File: config.mk
export PLATFORM = sky130hd
export DESIGN_NAME = span_calc_sequencer
export DESIGN_NICKNAME = d
export VERILOG_FILES = /design/src/rtl/span_calc_sequencer_pkg.sv /design/src/rtl/span_stage_timer.sv /design/src/rtl/span_calc_sequencer.sv
export SDC_FILE = /design/constraint.sdc
export NUM_CORES = 1
export LEC_CHECK = 0
export ABC_CLOCK_PERIOD_IN_PS = 8000
export CAP_MARGIN = 30
export CORE_MARGIN = 2
export CORE_UTILIZATION = 56
export CTS_CLUSTER_DIAMETER = 150
export DETAILED_ROUTE_END_ITERATION = 6
export PLACE_DENSITY_LB_ADDON = 0.2
export SETUP_SLACK_MARGIN = 0.1
export SYNTH_ARGS = -nofsm -noshare
export SYNTH_HDL_FRONTEND = slang
export SYNTH_SLANG_ARGS = --single-unit
File: constraint.sdc
create_clock -name clk -period 8 [get_ports clk]
set_input_delay 2.4 -clock clk [delete_from_list [all_inputs] [get_ports clk]]
set_output_delay 2.4 -clock clk [all_outputs]
set_load 0.01 [all_outputs]
File: src/rtl/span_calc_sequencer_pkg.sv
// Shared types and constants for the SPAN margin sequencer.
package span_pkg;

  localparam int DEFAULT_RESULT_W = 16;

  typedef enum logic [2:0] {
    ST_IDLE      = 3'd0,
    ST_SCAN_RUN  = 3'd1,
    ST_TSC_RUN   = 3'd2,
    ST_CROSS_RUN = 3'd3,
    ST_SUM       = 3'd4
  } seq_state_t;

  localparam logic [1:0] ERR_NONE        = 2'd0;
  localparam logic [1:0] ERR_SCAN        = 2'd1;
  localparam logic [1:0] ERR_TSC         = 2'd2;
  localparam logic [1:0] ERR_CROSS_ABORT = 2'd3;

endpackage

File: src/rtl/span_stage_timer.sv
// Per-stage watchdog: counts cycles since the last clear and flags the
// final permitted cycle of a stage (count == TIMEOUT-1).
module span_stage_timer #(
  parameter int TMO_W   = 10,
  parameter int TIMEOUT = 1000
) (
  input  logic clk,
  input  logic reset,
  input  logic clear,
  input  logic enable,
  output logic expired
);

  logic [TMO_W-1:0] count;

  // Cycle counter; holds once the final cycle is reached so it cannot wrap.
  always_ff @(posedge clk) begin
    if (reset) begin
      count <= '0;
    end else if (clear) begin
      count <= '0;
    end else if (enable && !expired) begin
      count <= count + 1'b1;
    end
  end

  assign expired = (count == TMO_W'(TIMEOUT - 1));

endmodule

File: src/rtl/span_calc_sequencer.sv
// Sequences scanning-risk, intermonth (TSC) and cross-commodity engines,
// then publishes the saturated sum as the initial margin.
//
// state        | meaning
// -------------+--------------------------------------------------
// ST_IDLE      | waiting for go; margin/status hold last run
// ST_SCAN_RUN  | scan engine started, waiting for scan_done
// ST_TSC_RUN   | tsc engine started, waiting for tsc_done
// ST_CROSS_RUN | cross engine started, waiting for cross_done
// ST_SUM       | one cycle: add latched results, publish margin
module span_calc_sequencer
  import span_pkg::*;
#(
  parameter int RESULT_W = DEFAULT_RESULT_W,
  parameter int TIMEOUT  = 1000,
  parameter int TMO_W    = 10
) (
  input  logic                clk,
  input  logic                reset,
  input  logic                go,
  input  logic                abort,
  output logic                scan_start,
  input  logic                scan_done,
  input  logic [RESULT_W-1:0] scan_result,
  output logic                tsc_start,
  input  logic                tsc_done,
  input  logic [RESULT_W-1:0] tsc_result,
  output logic                cross_start,
  input  logic                cross_done,
  input  logic [RESULT_W-1:0] cross_result,
  output logic                busy,
  output logic                margin_valid,
  output logic [RESULT_W-1:0] margin,
  output logic                margin_sat,
  output logic                error,
  output logic [1:0]          err_code
);

  seq_state_t state;
  seq_state_t state_next;

  logic scan_start_next;
  logic tsc_start_next;
  logic cross_start_next;
  logic tmr_clear;
  logic tmr_enable;
  logic tmr_expired;
  logic accept_go;
  logic latch_scan;
  logic latch_tsc;
  logic latch_cross;
  logic do_sum;
  logic fail;
  logic [1:0] fail_code;

  logic [RESULT_W-1:0] scan_q;
  logic [RESULT_W-1:0] tsc_q;
  logic [RESULT_W-1:0] cross_q;
  logic [RESULT_W+1:0] sum_full;
  logic                sum_over;

  assign tmr_enable = (state == ST_SCAN_RUN) || (state == ST_TSC_RUN) ||
                      (state == ST_CROSS_RUN);

  span_stage_timer #(
    .TMO_W   (TMO_W),
    .TIMEOUT (TIMEOUT)
  ) u_timer (
    .clk     (clk),
    .reset   (reset),
    .clear   (tmr_clear),
    .enable  (tmr_enable),
    .expired (tmr_expired)
  );

  // Next-state and control decode; abort beats done, done beats watchdog.
  always_comb begin
    state_next       = state;
    scan_start_next  = 1'b0;
    tsc_start_next   = 1'b0;
    cross_start_next = 1'b0;
    tmr_clear        = 1'b0;
    accept_go        = 1'b0;
    latch_scan       = 1'b0;
    latch_tsc        = 1'b0;
    latch_cross      = 1'b0;
    do_sum           = 1'b0;
    fail             = 1'b0;
    fail_code        = ERR_NONE;
    case (state)
      ST_IDLE: begin
        if (go) begin
          state_next      = ST_SCAN_RUN;
          scan_start_next = 1'b1;
          tmr_clear       = 1'b1;
          accept_go       = 1'b1;
        end
      end
      ST_SCAN_RUN: begin
        if (abort) begin
          fail      = 1'b1;
          fail_code = ERR_CROSS_ABORT;
        end else if (scan_done) begin
          latch_scan     = 1'b1;
          state_next     = ST_TSC_RUN;
          tsc_start_next = 1'b1;
          tmr_clear      = 1'b1;
        end else if (tmr_expired) begin
          fail      = 1'b1;
          fail_code = ERR_SCAN;
        end
      end
      ST_TSC_RUN: begin
        if (abort) begin
          fail      = 1'b1;
          fail_code = ERR_CROSS_ABORT;
        end else if (tsc_done) begin
          latch_tsc        = 1'b1;
          state_next       = ST_CROSS_RUN;
          cross_start_next = 1'b1;
          tmr_clear        = 1'b1;
        end else if (tmr_expired) begin
          fail      = 1'b1;
          fail_code = ERR_TSC;
        end
      end
      ST_CROSS_RUN: begin
        if (abort) begin
          fail      = 1'b1;
          fail_code = ERR_CROSS_ABORT;
        end else if (cross_done) begin
          latch_cross = 1'b1;
          state_next  = ST_SUM;
        end else if (tmr_expired) begin
          fail      = 1'b1;
          fail_code = ERR_CROSS_ABORT;
        end
      end
      ST_SUM: begin
        if (abort) begin
          fail      = 1'b1;
          fail_code = ERR_CROSS_ABORT;
        end else begin
          do_sum     = 1'b1;
          state_next = ST_IDLE;
        end
      end
      default: state_next = ST_IDLE;
    endcase
    if (fail) begin
      state_next = ST_IDLE;
    end
  end

  // State register plus registered start pulses and busy flag.
  always_ff @(posedge clk) begin
    if (reset) begin
      state       <= ST_IDLE;
      scan_start  <= 1'b0;
      tsc_start   <= 1'b0;
      cross_start <= 1'b0;
      busy        <= 1'b0;
    end else begin
      state       <= state_next;
      scan_start  <= scan_start_next;
      tsc_start   <= tsc_start_next;
      cross_start <= cross_start_next;
      busy        <= (state_next != ST_IDLE);
    end
  end

  // Capture each engine result when its done is accepted.
  always_ff @(posedge clk) begin
    if (reset) begin
      scan_q  <= '0;
      tsc_q   <= '0;
      cross_q <= '0;
    end else begin
      if (latch_scan)  scan_q  <= scan_result;
      if (latch_tsc)   tsc_q   <= tsc_result;
      if (latch_cross) cross_q <= cross_result;
    end
  end

  // Two guard bits hold the carry of a three-term sum.
  assign sum_full = {2'b00, scan_q} + {2'b00, tsc_q} + {2'b00, cross_q};
  assign sum_over = |sum_full[RESULT_W+1:RESULT_W];

  // Published margin and sticky status; margin itself only moves in SUM.
  always_ff @(posedge clk) begin
    if (reset) begin
      margin       <= '0;
      margin_valid <= 1'b0;
      margin_sat   <= 1'b0;
      error        <= 1'b0;
      err_code     <= ERR_NONE;
    end else if (accept_go) begin
      margin_valid <= 1'b0;
      margin_sat   <= 1'b0;
      error        <= 1'b0;
      err_code     <= ERR_NONE;
    end else if (fail) begin
      error        <= 1'b1;
      err_code     <= fail_code;
    end else if (do_sum) begin
      margin       <= sum_over ? '1 : sum_full[RESULT_W-1:0];
      margin_sat   <= sum_over;
      margin_valid <= 1'b1;
    end
  end

endmodule

* Word level (Yosys, flattened, before mapping)
Index checks and enable logic that the tools add are counted.
** Cells by class
- Multiplexer cells :: 45
- Reduce and logical (&&, ||, !) cells :: 11
- Add/sub/neg operators :: 3
- Equality and inequality tests :: 5
- Bitwise gates (word level) :: 2
** Operators by type and width (count)
- $mux 3 :: 9
- $mux 1 :: 23
- $add 17x16->18 :: 1
- $add 16x16->17 :: 1
- $mux 16 :: 1
- $mux 2 :: 8
- $pmux 3 s5 :: 1
- $add 10x1->10 const B :: 1
- $eq 10x10->1 const B :: 1
- $pmux 2 s4 :: 1
- $eq 3x2->1 const B :: 2
- $reduce_or 2->1 :: 3
- $pmux 1 s4 :: 1
- $eq 3x1->1 const B :: 1
- $eq 3x3->1 const B :: 1
- $logic_not 3->1 :: 1
- $pmux 1 s3 :: 1
- $reduce_and 3->1 :: 1
- $reduce_bool 3->1 :: 1
- $logic_or 1x1->1 :: 2
- $not 1->1 :: 2
- $reduce_and 2->1 :: 1
- $logic_and 1x1->1 :: 1
- $logic_not 1->1 :: 1
** Storage, ports and cells
- Output and inout bits :: 25
- Word-level logic and storage cells :: 80
- Register bits after elaboration :: 86

* Logic depth before layout (Yosys ltp)
Gate-level depths: netlist (run 1).
- Depth after elaboration :: 7
- Depth in mapped cells :: 13

* By module
A second synthesis (run 1) with hierarchy kept.
** Second synthesis, totals
- Cell total of the unflattened synthesis :: 533
- Area total of the unflattened synthesis :: 4518.1 um2
** Modules (own cells, without submodules)
- span_calc_sequencer :: area each 3960.0 um2, times used 1, cells an instance 468
- span_stage_timer :: area each 558.0 um2, times used 1, cells an instance 65

* Worst setup path before layout (run 1)
Ideal clock, no wire load.
- Path type :: input to register
- From :: input abort
- To :: register scan_q[10]
- Arrival time :: 3718 ps
- Path buffers :: 3
- Path slack :: 4149 ps
- Required time :: 7868 ps
- Stages on the path :: 8
- Cells stage by stage :: clkbuf_1 -> nor2_1 -> nand2_1 -> or3_1 -> clkbuf_1 -> clkbuf_1 -> nand2_1 -> a21oi_1
** Between the ends
- Word-level cells in the longest chain between the ends :: 2
** Ends and longest elaborated chain
- from (decl) :: line span_calc_sequencer.sv:21 : input logic abort,
- $mux 1 :: line span_calc_sequencer.sv:100 : if (abort) begin
- $mux 1 :: line span_calc_sequencer.sv:90 : case (state)
- to (signal assigned) :: line span_calc_sequencer.sv:179 : if (latch_scan) scan_q <= scan_result;
- to (decl) :: line span_calc_sequencer.sv:56 : logic [RESULT_W-1:0] scan_q;
Every way passes these cells.
A chain may end at the register's enable or synchronous reset.

* Worst setup path in the final report (run 1)
- From :: input abort
- To :: register margin[11]
** Between the ends
- Word-level cells in the longest chain between the ends :: 4
** Ends and longest elaborated chain
- $mux 1, on equally long branches
- $pmux 1 s4 :: line span_calc_sequencer.sv:90
- $not 1->1 (no line)
- $reduce_and 3->1 (no line) (*)
- to (signal assigned) :: line span_calc_sequencer.sv:206 : margin <= sum_over ? '1 : sum_full[RESULT_W-1:0];
- to (decl) :: line span_calc_sequencer.sv:33 : output logic [RESULT_W-1:0] margin,
Mark *: on every way between the ends. The rest lies on a longest branch, timed or not.

==> key figures, run 1 <==
Status
  • Status: finished clean

Synthesis
  • Netlist Area Pre-Place: 4290 um2
  • Synth cell types: 47
  • Ys async rst share: 0
  • Post-synth EDFFs: 0
  • Seq cells post-synth: 86
  • Top-area cell type share of the netlist area: 0.401
  • Sequential area share after synthesis: 0.401
  • Mapped Cells: 507
  • Cell taking the most area after synthesis: dfxtp_1
  • Yosys Warn Count: 0
  • Net Count, Synth: 595
  • Most numerous cell in the Yosys netlist: nand2_1
  • Syn Area/Cell: around 8.5 um2
  • Post-synth top flop: dfxtp_1
  • Synth top area cells: dfxtp_1 (40%), nand2_1 (9.6%), a21oi_1 (8.3%), fa_1 (7.9%), ha_1 (4.7%)
  • Most frequent cells after synthesis: nand2_1 (110), dfxtp_1 (86), a21oi_1 (71), nor2_1 (45), clkbuf_1 (18)

Clock network
  • CTS hold repair buffers: 0
  • Reg clk slew, reported paths: 0.08 ns
  • Root buf cell: clkbuf_8
  • TritonCTS clock tree: built
  • Later-pin clock latency in the skew report: 0.35 ns
  • Post-cts gate resize count: 0
  • CTS Sinks: 86
  • Setup bufs post-CTS: 0
  • Clock tree buffer depth: 2
  • Total CTS buffers: 9
  • H-tree levels: 3

Power
  • PwrDens: ~150 nW/um2
  • Comb pwr share: 0.101
  • Leak pwr: 0.00191 uW
  • Power after layout: 806 uW
  • Sw Share: 0.232
  • Internal Power: 618 uW
  • Switching Power: 187 uW
  • Clock power share: 0.351
  • Worst IR Drop VDD: 0.100 mV
  • Flop pwr share: 0.548

Place
  • Placed Area: 5130 um2
  • IO Port Bufs: just under 80
  • Final GP Congestion: around 0.91
  • Dpl cells: 664
  • DP HPWL: between 7000 and 8000 um
  • Dpl ws: 3.09 ns

Timing
  • Period utilization: 0.568
  • Slew of the pin with the lowest slew margin: ~0.85 ns
  • Slew Viols, Final: 0
  • Setup TNS: 0 ns
  • Max_slew headroom: 0.433
  • Final setup vio count: 0
  • Post-route minimum period: 4.55 ns
  • Final Skew: roughly 0.0082 ns
  • RSZ-0062 raised after global routing: no
  • Fmax: between 200 and 250 MHz
  • Final Hold Viols: 0
  • Post-route setup slack: 3.45 ns

Setup path
  • Worst endpoint required time: 8.19 ns
  • CP max FO: 19
  • Startpoint Class: input pin
  • Critical Path Max Stage Delay: 0.82 ns
  • Crit-path slowest cell: nor4b_4
  • Worst Setup End Kind: flop
  • Critical path class: input pin to flop
  • Arrival @ worst endpoint: 4.73 ns
  • Critical-path cell list: clkdlybuf4s50_1, nor2_4, o21ai_0, nor4b_4, a211oi_1

Routing
  • Avg Vias per Cell: 5.55
  • DRT Wirelength: 10200 um
  • Vias: ~3800
  • Post-DRT Antenna Nets: 0
  • Initial DRC count: 295
  • Drt wl/cell: approximately 15 um
  • Drt pass-1 iters: 4
  • DRC Markers: 0

Cells and area
  • Area occupied by multi-input gates: 2420 um2
  • Filler cells: 594
  • Cell Count, Final, Fillers Out: 678
  • Post-Layout Inst Area: 5300 um2
  • Number of diodes: 0
  • Share of post-route cells with drive strength above 1: 0.0501
  • P&R area growth vs syn: 23.6%
  • Nets: 664
  • Register area: 1720 um2

Global routing
  • Vias in the first global route: 3760
  • Global-route wire length before repair: about 17000 um
  • Largest net degree at the start of global routing: 72
  • GRT Total Usage: 0.258
  • GR Overflow Total: 0
  • Antenna violations before repair: 0

Floorplan
  • Starting density of the core: 0.585
  • Die extent in y: 91.5 um
  • IO Pins: 80
  • Core area: 7330 um2
  • Rows: 31
  • Die Footprint: 8380 um2
  • Die Width: 91.5 um

Worst hold path
  • Hold Crit Class: flop to flop

Run
  • Max-cap viol count: 0
[metrics by stage]
| step | hold WS (ns) | utilization |
|---|---|---|
| final | 0.471 | 0.724 |
| after floorplan | 0.436 | - |
| after detailed placement | 0.462 | 0.700 |
| after CTS | 0.474 | 0.724 |
| after global routing | 0.491 | 0.724 |
| after global placement | 0.450 | 0.700 |
[flip-flops by register name (all words and copies together), names as in the netlist]
name,flops
busy,1
cross_q,16
cross_start,1
err_code,2
error,1
margin,16
margin_sat,1
margin_valid,1
scan_q,16
scan_start,1
state,3
tsc_q,16
tsc_start,1
u_timer.count,10
[cells in the final DEF (no fill, tap or decap), types with 2 or more instances in the layout]
cell	synthesis	final
nor3_1	5	4
o21ai_0	13	13
a21o_1	4	4
o21a_1	4	4
a211oi_1	16	16
dfxtp_1	86	86
nand3_1	9	9
nor2_1	45	45
buf_4	0	4
nor4b_1	2	2
clkbuf_8	0	9
clkdlybuf4s50_1	0	78
xnor2_1	10	10
inv_1	13	13
nor3_2	2	3
nor2b_1	4	4
clkbuf_1	18	3
ha_1	16	16
mux2i_1	2	2
nand2_1	110	110
a311oi_1	2	2
fa_1	17	17
a2111oi_0	2	2
a21oi_1	71	71
nand4_1	5	5
or3_1	3	3
nand2b_1	5	5
nor2_4	2	2
and4_1	2	2
and2_1	2	2
xor2_1	12	12
[power groups by stage]
stage	registers (uW)	clock network, uW	logic (uW)
final	441	283	81.2
after global routing	442	304	89.1
after CTS	441	287	80.9
after detailed placement	451	0	80.3
after global placement	451	0	79.0
after floorplan	450	0	40.1
[cell type report]
type | instances | area share
flip-flops and latches | 86 | 0.325
well taps | 99 | 0.0234
inverters | 13 | 0.00920
clock buffers | 12 | 0.0255
clock inverters | 2 | 0.00661
multi-input cells | 383 | 0.457
repair buffers | 83 | 0.154
[cells by family (layout without fill, tap and decap cells)]
family,Yosys count,in the layout,share of synthesized area
AOI/OAI and AO/OA,123,123,0.172
xor gates and xnor gates,22,22,0.0449
adders and majority gates,33,33,0.126
buffers and inverters,38,110,0.0367
DFF,86,86,0.401
muxes,3,3,0.00729
and+or+nand+nor,202,202,0.212
[worst max-delay path: cells and delay by family]
family	cells	cell delay, ns
AO/OA/AOI/OAI	2	0.43
buffers and inverters	1	0.61
AND/OR/NAND/NOR	2	1.29
[path summary, 6_finish.rpt]
kind	endpoint	cells past startpoint	slack (ns)	from
worst min register to register	margin_valid$_SDFFE_PP0P_	1	0.47	margin_valid$_SDFFE_PP0P_
worst max register to register	margin[11]$_SDFFE_PP0P_	10	4.81	scan_q[1]$_SDFFE_PP0P_
worst min-delay path	margin_valid$_SDFFE_PP0P_	1	0.47	margin_valid$_SDFFE_PP0P_
worst max-delay path	margin[11]$_SDFFE_PP0P_	5	3.45	abort
[metal layers]
layer / vias to the layer above / wire length, um / GRT usage
met5: - / 0 / 0
li1: 1865 / - / -
met1: 1769 / 4610 / 0.337
met4: 0 / 178 / 0.0922
met2: 114 / 4900 / 0.433
met3: 17 / 521 / 0.0373
Power figures use the tool's default switching activity.
==> run 2: changes to the inputs <==
--- a/config.mk
+++ b/config.mk
@@ -5,10 +5,10 @@
 export SDC_FILE = /design/constraint.sdc
 export NUM_CORES = 1
 export LEC_CHECK = 0
-export ABC_CLOCK_PERIOD_IN_PS = 8000
+export ABC_CLOCK_PERIOD_IN_PS = 4700
 export CAP_MARGIN = 30
 export CORE_MARGIN = 2
-export CORE_UTILIZATION = 56
+export CORE_UTILIZATION = 52
 export CTS_CLUSTER_DIAMETER = 150
 export DETAILED_ROUTE_END_ITERATION = 6
 export PLACE_DENSITY_LB_ADDON = 0.2
==> constraint.sdc (replaced) <==
create_clock -name clk -period 4.7 [get_ports clk]
set_input_delay 1.41 -clock clk [delete_from_list [all_inputs] [get_ports clk]]
set_output_delay 1.41 -clock clk [all_outputs]
set_load 0.01 [all_outputs]
==> key figures, run 2 (synthesis results as in run 1) <==
Status
  • Status: finished clean (unchanged)

Place
  • DP HPWL: 7290 um (was 7400 um)
  • Dpl cells: 671 (was 664)
  • Placed Area: 5150 um2 (was 5130 um2)
  • IO Port Bufs: 79 (unchanged)
  • Final GP Congestion: 0.892 (was 0.914)

Clock network
  • CTS Sinks: 86 (unchanged)
  • Later-pin clock latency in the skew report: 0.36 ns (was 0.35 ns)
  • Setup bufs post-CTS: 0 (unchanged)
  • CTS hold repair buffers: 0 (unchanged)
  • Root buf cell: clkbuf_8 (unchanged)
  • TritonCTS clock tree: built (unchanged)
  • H-tree levels: 3 (unchanged)
  • Post-cts gate resize count: 0 (unchanged)
  • Reg clk slew, reported paths: 0.08 ns (about the same)
  • Clock tree buffer depth: 2 (unchanged)
  • Total CTS buffers: 9 (unchanged)

Setup path
  • Critical path class: input pin to flop (unchanged)
  • Worst Setup End Kind: flop (unchanged)
  • Startpoint Class: input pin (unchanged)
  • CP max FO: 19 (unchanged)
  • Reg2Reg Depth: 10 (unchanged)
  • Arrival @ worst endpoint: 3.70 ns (was 4.73 ns)
  • Worst endpoint required time: 4.89 ns (was 8.19 ns)

Floorplan
  • Die Footprint: 9000 um2 (was 8380 um2)
  • Die extent in y: 94.8 um (was 91.5 um)
  • Core area: 8090 um2 (was 7330 um2)
  • Die Width: 94.8 um (was 91.5 um)
  • Starting density of the core: 0.530 (was 0.585)
  • Rows: 33 (was 31)
  • IO Pins: 80 (unchanged)

Global routing
  • GRT Total Usage: 0.231 (was 0.258)
  • Largest net degree at the start of global routing: 71 (was 72)
  • Vias in the first global route: 3498 (was 3760)
  • Global-route wire length before repair: 16300 um (was 17300 um)
  • Antenna violations before repair: 0 (unchanged)
  • GR Overflow Total: 0 (unchanged)

Timing
  • Post-route minimum period: between 3 and 4 ns
  • Period utilization: 0.746
  • Final Skew: 0.0130 ns (was 0.00823 ns)
  • Final setup vio count: 0 (unchanged)
  • Slew Viols, Final: 0 (unchanged)
  • Setup TNS: 0 ns (unchanged)
  • RSZ-0062 raised after global routing: no (unchanged)
  • Final Hold Viols: 0 (unchanged)
  • Slew of the pin with the lowest slew margin: 0.828 ns (was 0.847 ns)
  • Max_slew headroom: 0.445 (was 0.433)
  • Fmax: around 290 MHz

Cells and area
  • Area occupied by multi-input gates: 2420 um2 (unchanged)
  • Share of post-route cells with drive strength above 1: 0.0569 (was 0.0501)
  • Cell Count, Final, Fillers Out: 685 (was 678)
  • P&R area growth vs syn: 24.3% (was 23.6%)
  • Register area: 1720 um2 (unchanged)
  • Most frequent cells in the layout: nand2_1 (110), dfxtp_1 (86), clkdlybuf4s50_1 (78) (unchanged)
  • Number of diodes: 0 (unchanged)
  • Utilization after layout: 0.659 (was 0.724)
  • Filler cells: 713 (was 594)
  • Nets: 665 (was 664)
  • Post-Layout Inst Area: 5340 um2 (was 5300 um2)
  • Commonest non-fill, non-tap cell in the layout: nand2_1 (unchanged)

Routing
  • Avg Vias per Cell: 5.32 (was 5.55)
  • DRT Wirelength: 9740 um (was 10200 um)
  • Initial DRC count: 185 (was 295)
  • Drt pass-1 iters: 4 (unchanged)
  • DRC Markers: 0 (unchanged)
  • Post-DRT Antenna Nets: 0 (unchanged)
  • Drt wl/cell: 14.2 um (was 15.1 um)
  • Vias: 3644 (was 3765)

Power
  • Worst IR Drop VDD: 0.181 mV (was 0.100 mV)
  • PwrDens: 262 nW/um2 (was 152 nW/um2)
  • Power after layout: 1400 uW (was 806 uW)
  • Leak pwr: 0.00193 uW (was 0.00191 uW)

Run
  • Max-cap viol count: 0 (unchanged)

Worst hold path
  • Hold depth: 2 (was 1)
  • Hold Crit Class: flop to flop (unchanged)
-- run 2: final timing paths --
path	from	to	slack, ns
worst max-delay path	abort	margin[11]$_SDFFE_PP0P_	1.20
worst min-delay path	tsc_q[0]$_SDFFE_PP0P_	tsc_q[0]$_SDFFE_PP0P_	0.46
worst max register to register	scan_q[1]$_SDFFE_PP0P_	margin[11]$_SDFFE_PP0P_	1.49
worst min register to register	tsc_q[0]$_SDFFE_PP0P_	tsc_q[0]$_SDFFE_PP0P_	0.46
-- run 2: routing by layer --
metal	track usage	wire length (um)	vias to the layer above	share of wire
li1	-	-	1860	-
met1	0.320	4560	1668	0.47
met2	0.363	4510	108	0.46
met3	0.0423	608	8	0.062
met4	0.0761	68	0	0.0070
met5	0	0	-	0
-- run 2: layout make-up --
cell class              count  area share
repair buffers             84       0.154
flip-flops and latches     86       0.323
inverters                  13     0.00915
multi-input cells         383       0.454
well taps                 105      0.0246
clock buffers              10      0.0258
clock inverters             4     0.00915
-- run 2: power by group --
| part | internal [uW] | switching, uW | total, uW |
|---|---|---|---|
| combinational | 72.9 | 64.5 | 137 |
| sequential | 740 | 11.3 | 751 |
| clock | 253 | 255 | 509 |
| total | 1070 | 331 | 1400 |
-- run 2: critical path, stage by stage --
cell,delay (ns)
clkdlybuf4s50_1,0.60
nor2_4,0.45
o21ai_0,0.24
nor4b_4,0.80
a211oi_1,0.18
-- run 2: metrics by stage --
step / setup WS (ns) / hold slack (ns)
after CTS: 1.16 / 0.459
after floorplan: 1.84 / 0.436
after global routing: 0.943 / 0.495
final: 1.20 / 0.456
after global placement: 0.908 / 0.447
after detailed placement: 0.785 / 0.447
==> variant 1: new RTL, settings of run 2 <==
Encoding of `seq_state_t`: now one-hot (5 bits for 5 states).
--- a/src/rtl/span_calc_sequencer_pkg.sv
+++ b/src/rtl/span_calc_sequencer_pkg.sv
@@ -4,10 +4,10 @@
   localparam int DEFAULT_RESULT_W = 16;
 
-  typedef enum logic [2:0] {
-    ST_IDLE      = 3'd0,
-    ST_SCAN_RUN  = 3'd1,
-    ST_TSC_RUN   = 3'd2,
-    ST_CROSS_RUN = 3'd3,
-    ST_SUM       = 3'd4
+  typedef enum logic [4:0] {
+    ST_IDLE      = 5'b00001,
+    ST_SCAN_RUN  = 5'b00010,
+    ST_TSC_RUN   = 5'b00100,
+    ST_CROSS_RUN = 5'b01000,
+    ST_SUM       = 5'b10000
   } seq_state_t;
 
Formal check against the unedited RTL: same outputs for any inputs over 4 cycles, from zero or initial values and one cycle with reset high; so few cycles prove little.
==> variant 1 against run 2 <==
Final area grew 3.6%. Utilization grew 0.70 points. Area after synthesis grew 4.3%. Register-to-register slack gained 0.03 ns. Total power grew 4.5%. Setup slack gained 0.031 ns. Sequential cell count grew 2. Die area grew 4.1%. Sequential power grew 1%. Wire length grew 9.4%. Critical path type unchanged. Largest cell class unchanged.
==> variant 1: results (changes against run 2) <==
DP Worst Slack=0.838 ns (+0.0527 ns); Net count, final=685 (+3.0%); Crit path largest cell delay=0.54 ns (-0.26 ns); Global Route Usage Sum=23.1% (about the same); first-pass GRT wire length=17.8 mm (+9.4%); share of cells above drive strength 1=6.82% (+1.1 points); slowest CP cell=clkdlybuf4s50_1; Fillers=702 (-1.5%); Synth area leaders=dfxtp_1 39%, nand2_1 9.5%, a21oi_1 7.9%; DR pass1 iterations=5 (+1); Post-DP HPWL=7.78 mm (+6.8%); met1 usage=31.8% (-0.22 points); WS Path Type=input port to register; complex-gate fraction of the synthesized area=17.5% (+0.33 points); Peak supply drop=0.000201 V (+11%); Mapped Avg Cell Area=8.51 µm² (+0.49%); Adder-Cell Fraction of Synth Area=12.1% (-0.51 points); DP Area=5320 µm² (+3.3%); sequential power share=52.2% (-1.5 points); gpl congestion=0.900 (+0.92%); Pleak=1.98 nW (+2.8%); antenna-violating nets left=0 (unchanged); largest net degree at the start of global routing=60 (-15%); vias in the first global route=3779 (+8.0%); critical path fanouts, max=17 (-2); Arr. time, crit path=3.70 ns (about the same); status=completed; Gate power share=8.3% (-1.5 points); xor/xnor share of the synthesized area=4.31% (-0.18 points); skew final=0.0125 ns (-0.000494 ns); Hold Worst Slack=0.463 ns (+0.00652 ns); sw power=0.345 mW (+4.1%); RR Endpoint=margin[2]$_SDFFE_PP0P_; distinct cell type count after synthesis=51 (+8.5%); Seq. cell area=1760 µm² (+2.3%); Max Fclk=288 MHz (+0.89%); routed wire length=10.7 mm (+9.4%); met2 usage=38.2% (+1.9 points); Routed met3 length=468 µm (-23%); Synth Net Count=614 (+3.2%); wire length on met1=5.03 mm (+10%); met3 usage=3.18% (-1.1 points); placed cell count=691 (+3.0%); Post-synth top cells=113 x nand2_1, 88 x dfxtp_1, 71 x a21oi_1, 48 x nor2_1, 19 x clkbuf_1; WL met2=5.02 mm (+11%); Max-slew headroom=55.6% (+11 points)
variant 1: changes by cell type in the layout (fill, tap and decap cells not counted), sizes merged, moves of 3 or more:
cell / before / now
nor2b: 4 / 7
xnor2: 10 / 7
or2: 1 / 4
nor4b: 3 / 0
a31oi: 0 / 3
nand4: 5 / 8
xor2: 12 / 15
and3: 0 / 3
nand2: 110 / 113
variant 1: worst register-to-register path: cells and delay by family (launching register included):
family | cells | cell delay, ns
AOI/OAI and AO/OA | 3 | 0.66
adders and majority gates | 3 | 0.93
buffers and inverters | 1 | 0.08
DFF | 1 | 0.35
muxes | 1 | 0.53
and+or+nand+nor | 2 | 0.51
variant 1: area by class of cell:
type	count	share of cell area (%)
clock buffer	10	2.31
tap	105	2.38
multi-input combinational	401	46.1
sequential	88	31.9
inverter	12	0.815
timing repair buffer	85	15.0
clock inverter	5	1.47
==> variant 2: new RTL, config.mk and constraints of run 2 <==
Without the edit above. `TMO_W` is set to 10 in 2 places; all go to 14.
--- a/src/rtl/span_stage_timer.sv
+++ b/src/rtl/span_stage_timer.sv
@@ -2,5 +2,5 @@
 // final permitted cycle of a stage (count == TIMEOUT-1).
 module span_stage_timer #(
-  parameter int TMO_W   = 10,
+  parameter int TMO_W   = 14,
   parameter int TIMEOUT = 1000
 ) (
--- a/src/rtl/span_calc_sequencer.sv
+++ b/src/rtl/span_calc_sequencer.sv
@@ -14,5 +14,5 @@
   parameter int RESULT_W = DEFAULT_RESULT_W,
   parameter int TIMEOUT  = 1000,
-  parameter int TMO_W    = 10
+  parameter int TMO_W    = 14
 ) (
   input  logic                clk,
Function: same outputs for any inputs over 4 cycles, from zero or initial values and one cycle with reset high; that may be too few to reach the edited logic, so the function may still have changed.
==> variant 2 against run 2 <==
Sequential cell count increased by 4. Global-route usage increased by 0.97 points. Final area increased by 3.3%. Area after synthesis increased by 3.5%. Count of clock-buffer cells in the layout unchanged. Critical endpoint is now margin[14]$_SDFFE_PP0P_. Total power increased by 5.7%. Critical path depth increased by 5. Maximum frequency increased by 3.4%. Wire length increased by 7.4%. Non-clock buffer count increased by 1. Sequential power increased by 4.4%. Setup slack improved by 0.11 ns. Register-to-register slack got worse by 0.18 ns.
==> variant 2: results (changes against run 2) <==
skew final=0.0153 ns (+0.00223 ns); Critical Path Start=scan_q[1]$_SDFFE_PP0P_; Worst-Margin Slew=0.759 ns (-0.0689 ns); Post-synth top cells=110 x nand2_1, 90 x dfxtp_1, 63 x a21oi_1, 51 x nor2_1, 22 x clkbuf_1; DR pass1 iterations=4 (unchanged); Post-DP HPWL=7.78 mm (+6.7%); ys async rst share=0% (unchanged); DP Worst Slack=1.00 ns (+0.217 ns); Post-CTS Setup Bufs=0 (unchanged); Synthesis Warnings=0 (unchanged); Wirelength per Cell=15.0 µm (+5.3%); distinct cell type count after synthesis=52 (+11%); Synth area leaders=dfxtp_1 41%, nand2_1 9.3%, fa_1 7.7%; Global Route Usage Sum=24.0% (+0.97 points); CTS buffer count=9 (unchanged); Critical Path Sink=margin[14]$_SDFFE_PP0P_; family with the most delay on the worst path=compound AO/OA/AOI/OAI gates; slowest CP cell=o311a_1; Net count, final=677 (+1.8%); I/O Buffers=79 (unchanged); Clock Path Buffers=2 (unchanged); WHS Endpoint=tsc_q[0]$_SDFFE_PP0P_; hold path start=tsc_q[0]$_SDFFE_PP0P_; clk root buf=clkbuf_8; Hold Path Depth=2 (unchanged); Worst-path clk slew=0.10 ns (+0.02 ns); sequential share of the synthesized area=40.6% (+0.46 points); DRT iter0 DRCs=132 (-29%); Synth Net Count=608 (+2.2%); Hold WC Path Type=register to register; Diodes inserted=0 (unchanged); initial antenna violation count=0 (unchanged); critical path fanouts, max=17 (-2); share of cells above drive strength 1=6.57% (+0.88 points); DR vias=3775 (+3.6%); Crit path largest cell delay=0.73 ns (-0.07 ns); P_comb=0.136 mW; P_seq=0.784 mW (+4.4%); status=completed; first-pass GRT wire length=17.2 mm (+5.7%); Top FF cell, synth=dfxtp_1; final setup margin=1.31 ns (+0.114 ns); Arr. time, crit path=3.59 ns (-0.11 ns); Pleak=2.01 nW (+4.5%); sw power=0.367 mW (+11%); Peak supply drop=0.000184 V (+1.5%); post_cts resized=0 (unchanged); H-tree depth=3 (unchanged); gpl congestion=0.893 (about the same); largest net degree at the start of global routing=71 (unchanged); cells on worst reg2reg path=10 (unchanged); worst-skew pair later-pin latency=0.37 ns
==> variant 2: cell types whose count changed after synthesis, moves of 3 or more <==
cell | before | now
nor2_1 | 45 | 51
a21oi_1 | 71 | 63
a211oi_1 | 16 | 13
a211oi_2 | 1 | 6
a31oi_1 | 0 | 3
clkbuf_1 | 18 | 22
and3_1 | 0 | 3
dfxtp_1 | 86 | 90
buf_2 | 6 | 3
==> variant 2: through the flow <==
stage	power [mW]	instances	area, µm²	hold WS [ns]
3_3_place_gp	0.934	683	5300	0.448
3_5_place_dp	0.936	683	5300	0.452
4_1_cts	1.49	699	5510	0.466
2_1_floorplan	0.864	520	4440	0.436
6_report	1.48	699	5510	0.471
5_1_grt	1.53	699	5510	0.502
==> variant 2: kinds of logic (layout without fill, tap and decap cells) <==
group / count (synthesis) / in the layout / share of synthesized area [%]
AO/OA/AOI/OAI: 119 / 119 / 17.2
XOR/XNOR: 22 / 22 / 4.34
adder cells (fa/ha/maj): 33 / 33 / 12.2
buffers and inverters: 38 / 112 / 3.47
flip-flops: 90 / 90 / 40.6
multiplexers: 4 / 4 / 0.930
AND/OR/NAND/NOR: 214 / 214 / 21.3
==> variant 2: layer usage <==
metal	routed length, µm	global-route usage, %
met5	0	0
met4	169	7.86
met3	446	3.65
met2	4900	39.2
met1	4950	32.8
==> variant 2: worst reg2reg max path: cells and delay by family, from the launching register on <==
family | cells | cell delay, ns
compound gates | 4 | 1.62
fa+ha+maj | 3 | 0.91
buf+inv | 1 | 0.07
flops | 1 | 0.35
simple gates | 2 | 0.27
==> variant 2: final cells by class <==
type	count	area [µm²]
repair buffers	85	831
clock inverters	6	73.8
inverters	11	41.3
well taps	105	131
multi-input cells	392	2490
clock buffers	10	138
fillers	696	2750
flip-flops and latches	90	1800
